File: config.mk
export PLATFORM = sky130hd
export DESIGN_NAME = tia_hcount
export DESIGN_NICKNAME = d
export VERILOG_FILES = /design/src/rtl/tia_hcount_pkg.sv /design/src/rtl/tia_phase_gen.sv /design/src/rtl/tia_hcount.sv
export SDC_FILE = /design/constraint.sdc
export NUM_CORES = 1
export LEC_CHECK = 0
export ABC_CLOCK_PERIOD_IN_PS = 3300
export CAP_MARGIN = 5
export CORE_MARGIN = 2
export CORE_UTILIZATION = 54
export CTS_BUF_LIST = sky130_fd_sc_hd__clkbuf_8
export DETAILED_ROUTE_END_ITERATION = 6
export PLACE_DENSITY_LB_ADDON = 0.08
export SYNTH_ARGS = -nofsm -noshare
export SYNTH_HDL_FRONTEND = slang
export SYNTH_SLANG_ARGS = --single-unit
File: constraint.sdc
create_clock -name clk -period 3.3 [get_ports clk]
set_clock_uncertainty 0.2 [all_clocks]
set_input_delay 0.66 -clock clk [delete_from_list [all_inputs] [get_ports clk]]
set_output_delay 0.66 -clock clk [all_outputs]
set_load 0.005 [all_outputs]
File: src/rtl/tia_hcount_pkg.sv
// Shared definitions for the TIA horizontal counter: LFSR step function and
// the decode patterns, derived from step indices so they stay consistent.
package tia_hcount_pkg;

    localparam int STEP_W = 6;

    localparam int END_STEP  = 56;
    localparam int SHS_STEP  = 4;
    localparam int RHS_STEP  = 8;
    localparam int RCB_STEP  = 12;
    localparam int RHB_STEP  = 16;
    localparam int LRHB_STEP = 18;
    localparam int CNT_STEP  = 36;

    typedef logic [STEP_W-1:0] lfsr_t;

    // XNOR feedback (x^6 + x^5 + 1); all-ones is the lockup state and never reached from zero
    function automatic lfsr_t lfsr_next(input lfsr_t s);
        return {s[STEP_W-2:0], ~(s[STEP_W-1] ^ s[STEP_W-2])};
    endfunction

    function automatic lfsr_t lfsr_at(input int n);
        lfsr_t s;
        s = '0;
        for (int i = 0; i < n; i++) begin
            s = lfsr_next(s);
        end
        return s;
    endfunction

    localparam lfsr_t END_PAT  = lfsr_at(END_STEP);
    localparam lfsr_t SHS_PAT  = lfsr_at(SHS_STEP);
    localparam lfsr_t RHS_PAT  = lfsr_at(RHS_STEP);
    localparam lfsr_t RCB_PAT  = lfsr_at(RCB_STEP);
    localparam lfsr_t RHB_PAT  = lfsr_at(RHB_STEP);
    localparam lfsr_t LRHB_PAT = lfsr_at(LRHB_STEP);
    localparam lfsr_t CNT_PAT  = lfsr_at(CNT_STEP);

endpackage

File: src/rtl/tia_phase_gen.sv
// Two-bit colour-clock phase counter producing the hphi1/hphi2 strobes and
// the step-boundary qualifier (high during phase 3, so the next edge starts a step).
module tia_phase_gen (
    input  logic clk,
    input  logic reset,
    output logic hphi1,
    output logic hphi2,
    output logic boundary
);

    logic [1:0] phase;

    // Strobes are registered on the edge that moves the phase to 0 and 2
    always_ff @(posedge clk or posedge reset) begin
        if (reset) begin
            phase <= 2'd0;
            hphi1 <= 1'b0;
            hphi2 <= 1'b0;
        end else begin
            phase <= phase + 2'd1;
            hphi1 <= (phase == 2'd3);
            hphi2 <= (phase == 2'd1);
        end
    end

    assign boundary = (phase == 2'd3);

endmodule

File: src/rtl/tia_hcount.sv
// TIA horizontal sync counter: 57-step LFSR, 4 colour clocks per step, with
// HSYNC/HBLANK/burst/centre/eol decode. Optional debug step index: TIA_HCOUNT_STEP_EN.
module tia_hcount
    import tia_hcount_pkg::*;
(
    input  logic              clk,
    input  logic              reset,
    input  logic              rsync,
    input  logic              hmove,
    output logic              hphi1,
    output logic              hphi2,
    output logic [STEP_W-1:0] hcount,
    output logic              hsync,
    output logic              hblank,
    output logic              burst,
    output logic              center,
    output logic              eol
`ifdef TIA_HCOUNT_STEP_EN
    ,
    output logic [STEP_W-1:0] step
`endif
);

    logic  boundary;
    logic  wrap;
    logic  rsync_pend;
    logic  hmove_latch;
    lfsr_t lfsr;
    lfsr_t lfsr_nxt;

    tia_phase_gen u_phase (
        .clk      (clk),
        .reset    (reset),
        .hphi1    (hphi1),
        .hphi2    (hphi2),
        .boundary (boundary)
    );

    // An rsync arriving on the boundary edge itself wraps immediately, so it never leaves a pending request
    assign wrap     = boundary && (rsync_pend || rsync || (lfsr == END_PAT));
    assign lfsr_nxt = wrap ? '0 : lfsr_next(lfsr);
    assign hcount   = lfsr;

    // Flags decode the next LFSR value so they move on the same edge as hcount
    always_ff @(posedge clk or posedge reset) begin
        if (reset) begin
            lfsr        <= '0;
            rsync_pend  <= 1'b0;
            hmove_latch <= 1'b0;
            hsync       <= 1'b0;
            hblank      <= 1'b1;
            burst       <= 1'b0;
            center      <= 1'b0;
            eol         <= 1'b0;
        end else begin
            center <= 1'b0;
            eol    <= 1'b0;

            if (boundary) begin
                rsync_pend <= 1'b0;
            end else if (rsync) begin
                rsync_pend <= 1'b1;
            end

            if (hmove) begin
                hmove_latch <= 1'b1;
            end else if (wrap) begin
                hmove_latch <= 1'b0;
            end

            if (boundary) begin
                lfsr   <= lfsr_nxt;
                eol    <= wrap;
                center <= (lfsr_nxt == CNT_PAT);

                if (wrap) begin
                    hblank <= 1'b1;
                end else if ((lfsr_nxt == RHB_PAT) && !hmove_latch) begin
                    hblank <= 1'b0;
                end else if (lfsr_nxt == LRHB_PAT) begin
                    hblank <= 1'b0;
                end

                if (lfsr_nxt == SHS_PAT) begin
                    hsync <= 1'b1;
                end else if (lfsr_nxt == RHS_PAT) begin
                    hsync <= 1'b0;
                end

                if (lfsr_nxt == RHS_PAT) begin
                    burst <= 1'b1;
                end else if (lfsr_nxt == RCB_PAT) begin
                    burst <= 1'b0;
                end
            end
        end
    end

`ifdef TIA_HCOUNT_STEP_EN
    always_ff @(posedge clk or posedge reset) begin
        if (reset) begin
            step <= '0;
        end else if (boundary) begin
            step <= wrap ? '0 : step + 6'd1;
        end
    end
`endif

endmodule
# After elaboration in Yosys (flattened, before gate mapping)
# Index checks and enable logic that the tools add are counted.
[totals] register_bits=17 inputBits=4 output_inout_bits=13 wordCells=50
[classes] add_sub_neg=1 eq_ne=9 mux=14 bitwise_logic=2 n_reduce_logical=13
[op_table] op="equality test 6 x 4 -> 1 bit (second input constant)" n=4
[op_table] op="equality test 6 bit (second input constant)" n=3
[op_table] op="2-to-1 mux 1 bit" n=13
[op_table] op="nonzero test 2 bit" n=4
[op_table] op="2-to-1 mux 6 bit" n=1
[op_table] op="AND reduction 2 bit" n=3
[op_table] op="nonzero test 3 bit" n=1
[op_table] op="adder 2 x 1 -> 2 bit (second input constant)" n=1
[op_table] op="equality test 2 x 1 -> 1 bit (second input constant)" n=1
[op_table] op="equality test 2 bit (second input constant)" n=1
[op_table] op="logical AND 1 bit" n=2
[op_table] op="logical OR 1 bit" n=2
[op_table] op="zero test 1 bit" n=1
[op_table] op="NOT 1 bit" n=1
[op_table] op="bitwise XOR 1 bit" n=1

# Longest topological paths before layout
[depth] ltp_word=8 ltp_mapped=5 ltp_nobuf=5

# By module
# Synthesis repeated with hierarchy kept, for this count alone.
[unflattened] cells_unflattened=67 hier_area_um2=733.2
[modules_own_cells] module="tia_hcount" instances=1 cells_per_inst=57 area_per_inst_um2=593.1 seq_area_each_um2=326.6
[modules_own_cells] module="tia_phase_gen" instances=1 cells_per_inst=10 area_per_inst_um2=140.1 seq_area_each_um2=100.1

# Worst setup path after synthesis
# OpenSTA, ideal clock, no wires.
[synth_path] path_kind="input-to-reg" from="input rsync" to="register hblank" arrival_time_ns=1.431 required_ns=3.021 setup_slack_ns=1.590 stages=3 path_buffers=0 path_cell_list="or2_2 -> a41o_2 -> a22o_1"
[synth_between] elab_chain_len=8
[synth_lines] element="start, declared" line="tia_hcount.sv:8" source="input logic rsync,"
[synth_lines] element="logical OR 1 bit * (2 in series)" line="tia_hcount.sv:40" source="assign wrap = boundary && (rsync_pend || rsync || (lfsr == END_PAT));"
[synth_lines] element="logical AND 1 bit *" line="tia_hcount.sv:40"
[synth_lines] element="2-to-1 mux 6 bit" line="tia_hcount.sv:41" source="assign lfsr_nxt = wrap ? '0 : lfsr_next(lfsr);"
[synth_lines] element="equality test 6 x 4 -> 1 bit" line="tia_hcount.sv:78" source="end else if ((lfsr_nxt == RHB_PAT) && !hmove_latch) begin"
[synth_lines] element="logical AND 1 bit" line="tia_hcount.sv:78"
[synth_lines] element="nonzero test 3 bit (no source line) / 2-to-1 mux 1 bit (equally long branches)"
[synth_lines] element="AND reduction 2 bit (no source line) / 2-to-1 mux 1 bit (equally long branches)"
[synth_lines] element="end signal, assigned" line="tia_hcount.sv:77" source="hblank <= 1'b1;"
[synth_lines] element="end signal, assigned" line="tia_hcount.sv:79" source="hblank <= 1'b0;"
[synth_lines] element="end signal, assigned" line="tia_hcount.sv:81" source="hblank <= 1'b0;"
[synth_lines] element="end, declared" line="tia_hcount.sv:14" source="output logic hblank,"
# Every way passes the cells marked *; elsewhere a longest branch is shown, timed or not.
# A chain may end at the register's enable or synchronous reset.

# Worst setup path in the final report
[layout_path] from="register lfsr[1], in the netlist hcount[1]" to="output hcount[1]"
[layout_lines] element="start, declared" line="tia_hcount.sv:28" source="lfsr_t lfsr;"
[layout_lines] element="start signal, assigned" line="tia_hcount.sv:72" source="lfsr <= lfsr_nxt;"
[layout_lines] element="end, declared" line="tia_hcount.sv:12" source="output logic [STEP_W-1:0] hcount,"
# No word-level cell between the ends.

==> impl_metrics.py <==
metrics = {
    "status": {
        "outcome": "completed",
    },
    "synth": {
        "synth_cells": 69,
        "yosysTopAreaCell": "dfrtp_1",
        "syn-cell-area_um2": 747,
        "ys_types": 27,
        "yosysSeqAreaShare_pct": 57.1,
        "synth_common_cells": "dfrtp_1, inv_1, nand2_1",
        "synth-edff-count": 0,
        "synth.avg_cell_area_um2": 10.8,
        "async_flop_share_pct": 100,
        "synthFlopType": "dfrtp_1",
        "ys_ff_latch": 17,
        "synth.top_cell.area_share_pct": 53.6,
        "synth_most_common_cell": "dfrtp_1",
        "syn-num-nets": 76,
        "synthTopCellsByArea": "dfrtp_1, inv_1, ha_1",
        "ys_warn_count": 0,
    },
    "clock_network": {
        "cts_setup_buffers": 0,
        "clockRootBuffer": "clkbuf_8",
        "numCtsBuffers": 3,
        "ctsHoldBuffers": 0,
        "cts.reportedPaths.clkPinSlew_ps": 60,
        "clock-sinks": 17,
        "cts_tree": "built",
        "cts_resized": 0,
        "clk_latency_ps": 250,
        "cts-htree-levels": 1,
        "clock_path_buffers": 2,
    },
    "floorplan": {
        "die_x_um": 41.2,
        "std_cell_rows": 13,
        "start_util_pct": 57.4,
        "io_pins": 17,
        "fp.coreArea_um2": 1300,
        "fp.dieH_um": 41.2,
        "dieArea_um2": 1700,
    },
    "timing": {
        "rsz0062_at_grt": "false",
        "period_share_pct": 66.6,
        "fin_setup_tns_ps": 0,
        "worstMarginPinSlew_ps": 605,
        "finalHoldViolations": 0,
        "fmax_mhz": 455,
        "setup_viol": 0,
        "slew_viol_final": 0,
        "slew-limit-headroom_pct": 59.7,
        "post-route-min-period_ps": 2200,
    },
    "cells_and_area": {
        "syn2layout_area_growth_pct": 28.8,
        "diodes": 0,
        "drive_gt1_share_pct": 9.20,
        "final_net_count": 95,
        "utilization_pct": 73.9,
    },
    "worst_setup_path": {
        "worst-setup-path-type": "flop to output port",
        "cpLargestDelayFamily": "buffers and inverters",
        "crit_buf_inv": 1,
        "crit_path_max_fanout": 9,
        "crit_required_ps": 2440,
        "endpoint_kind": "output port",
        "max_stage_delay_ps": 570,
        "cp_cell_sequence": "clkdlybuf4s50_1",
        "worstPathArrival_ps": 1340,
        "slowest_stage": "clkdlybuf4s50_1",
        "cp-start-kind": "flop",
    },
    "place": {
        "gp_congestion": 0.760,
        "dp_hpwl_um": 1050,
        "io_buffers": 16,
    },
    "hold_path": {
        "min_path_type": "flop to flop",
    },
    "pwr": {
        "p_sw_share_pct": 20.1,
        "leakage_nw": 0.414,
        "power.density_nw_per_um2": 389,
        "p_int_mw": 0.299,
        "p_clk_share_pct": 39.8,
        "irDropWorstVdd_mv": 0.310,
        "p_comb_share_pct": 3.7,
        "p_seq_share_pct": 56.5,
        "p_switching_mw": 0.0754,
    },
    "routing": {
        "firstDrtPassIters": 4,
        "drc": 0,
        "ant_nets": 0,
        "routed_wl_um": 1500,
        "drt_iter0_markers": 13,
        "via_count": 555,
        "wl_per_cell_um": 14.7,
        "vias_per_cell": 5.44,
    },
    "global_routing": {
        "overflow": 0,
        "grt_pass1_wl_um": 2310,
        "grt_max_degree": 20,
        "grt_pass1_vias": 496,
        "grt.total_usage_pct": 22.4,
        "antenna_found_initial": 0,
    },
    "flow_run": {
        "maxCapViolations": 0,
    },
}
placed cells by master (no fill, tap or decap), types with 2 or more instances in the layout:
cell and instances:
o22ai_1 5, a41o_2 2, inv_1 14, ha_1 3, clkdlybuf4s50_1 16, nor2_1 2, dfrtp_1 16, clkbuf_8 3
nor2b_1 2, nand2_1 7
layout make-up:
type / instances / area, um^2
flip-flops and latches: 17 / 427
fillers: 100 / 339
multi-input cells: 37 / 263
repair buffers: 16 / 160
inverters: 13 / 48.8
clock buffers: 3 / 41.3
well taps: 15 / 18.8
clock inverters: 1 / 3.75
power groups by stage:
stage	clock network [mW]	registers, mW	logic [mW]
after floorplan	0	0.215	0.00777
after global placement	0	0.215	0.0140
after detailed placement	0	0.215	0.0144
after CTS	0.150	0.212	0.0145
after global routing	0.164	0.212	0.0158
final	0.149	0.212	0.0139
flip-flops by register name, indices dropped and copies added, names as in the netlist:
signal         flops
rsync_pend         1
u_phase.hphi1      1
center             1
hmove_latch        1
hblank             1
u_phase.phase      2
hsync              1
hcount             6
burst              1
u_phase.hphi2      1
eol                1
through the flow:
stage                     setup WS (ps)  hold slack, ps  instance area [um^2]  total power, mW  std cells
after global placement             1100             241                   917            0.229         98
after floorplan                    1590             228                   747            0.223         69
final                              1100             254                   962            0.375        102
after CTS                          1110             258                   962            0.376        102
after detailed placement           1090             250                   917            0.230         98
after global routing               1050             289                   962            0.391        102
logic make-up (layout without fill, tap and decap cells):
| logic type | after synthesis | after routing | share of synthesized area, % |
|---|---|---|---|
| flops | 17 | 17 | 57.1 |
| fa+ha+maj | 3 | 3 | 5.03 |
| simple gates | 20 | 20 | 15.4 |
| buf+inv | 15 | 33 | 7.70 |
| compound gates | 14 | 14 | 14.7 |
metal layers:
layer,part of all wire (%),global-route usage [%],vias up
li1,-,-,278
met1,44,28.0,253
met2,48,35.5,20
met3,5.7,6.52,4
met4,2.0,9.68,0
met5,0,0,-
worst paths after layout:
| kind | slack, ps | startpoint | depth (start not counted) | end |
|---|---|---|---|---|
| min in group asynchronous | 600 | reset | 2 | hcount[3] |
| hold reg to reg | 250 | u_phase.phase[0] | 1 | u_phase.phase[0] |
| setup reg to reg | 1300 | u_phase.phase[0] | 4 | hsync |
| hold / removal | 250 | u_phase.phase[0] | 1 | u_phase.phase[0] |
| max in group asynchronous | 1900 | reset | 2 | eol |
| setup / recovery | 1100 | hcount[1] | 1 | hcount[1] |
Power figures use the tool's default switching activity.
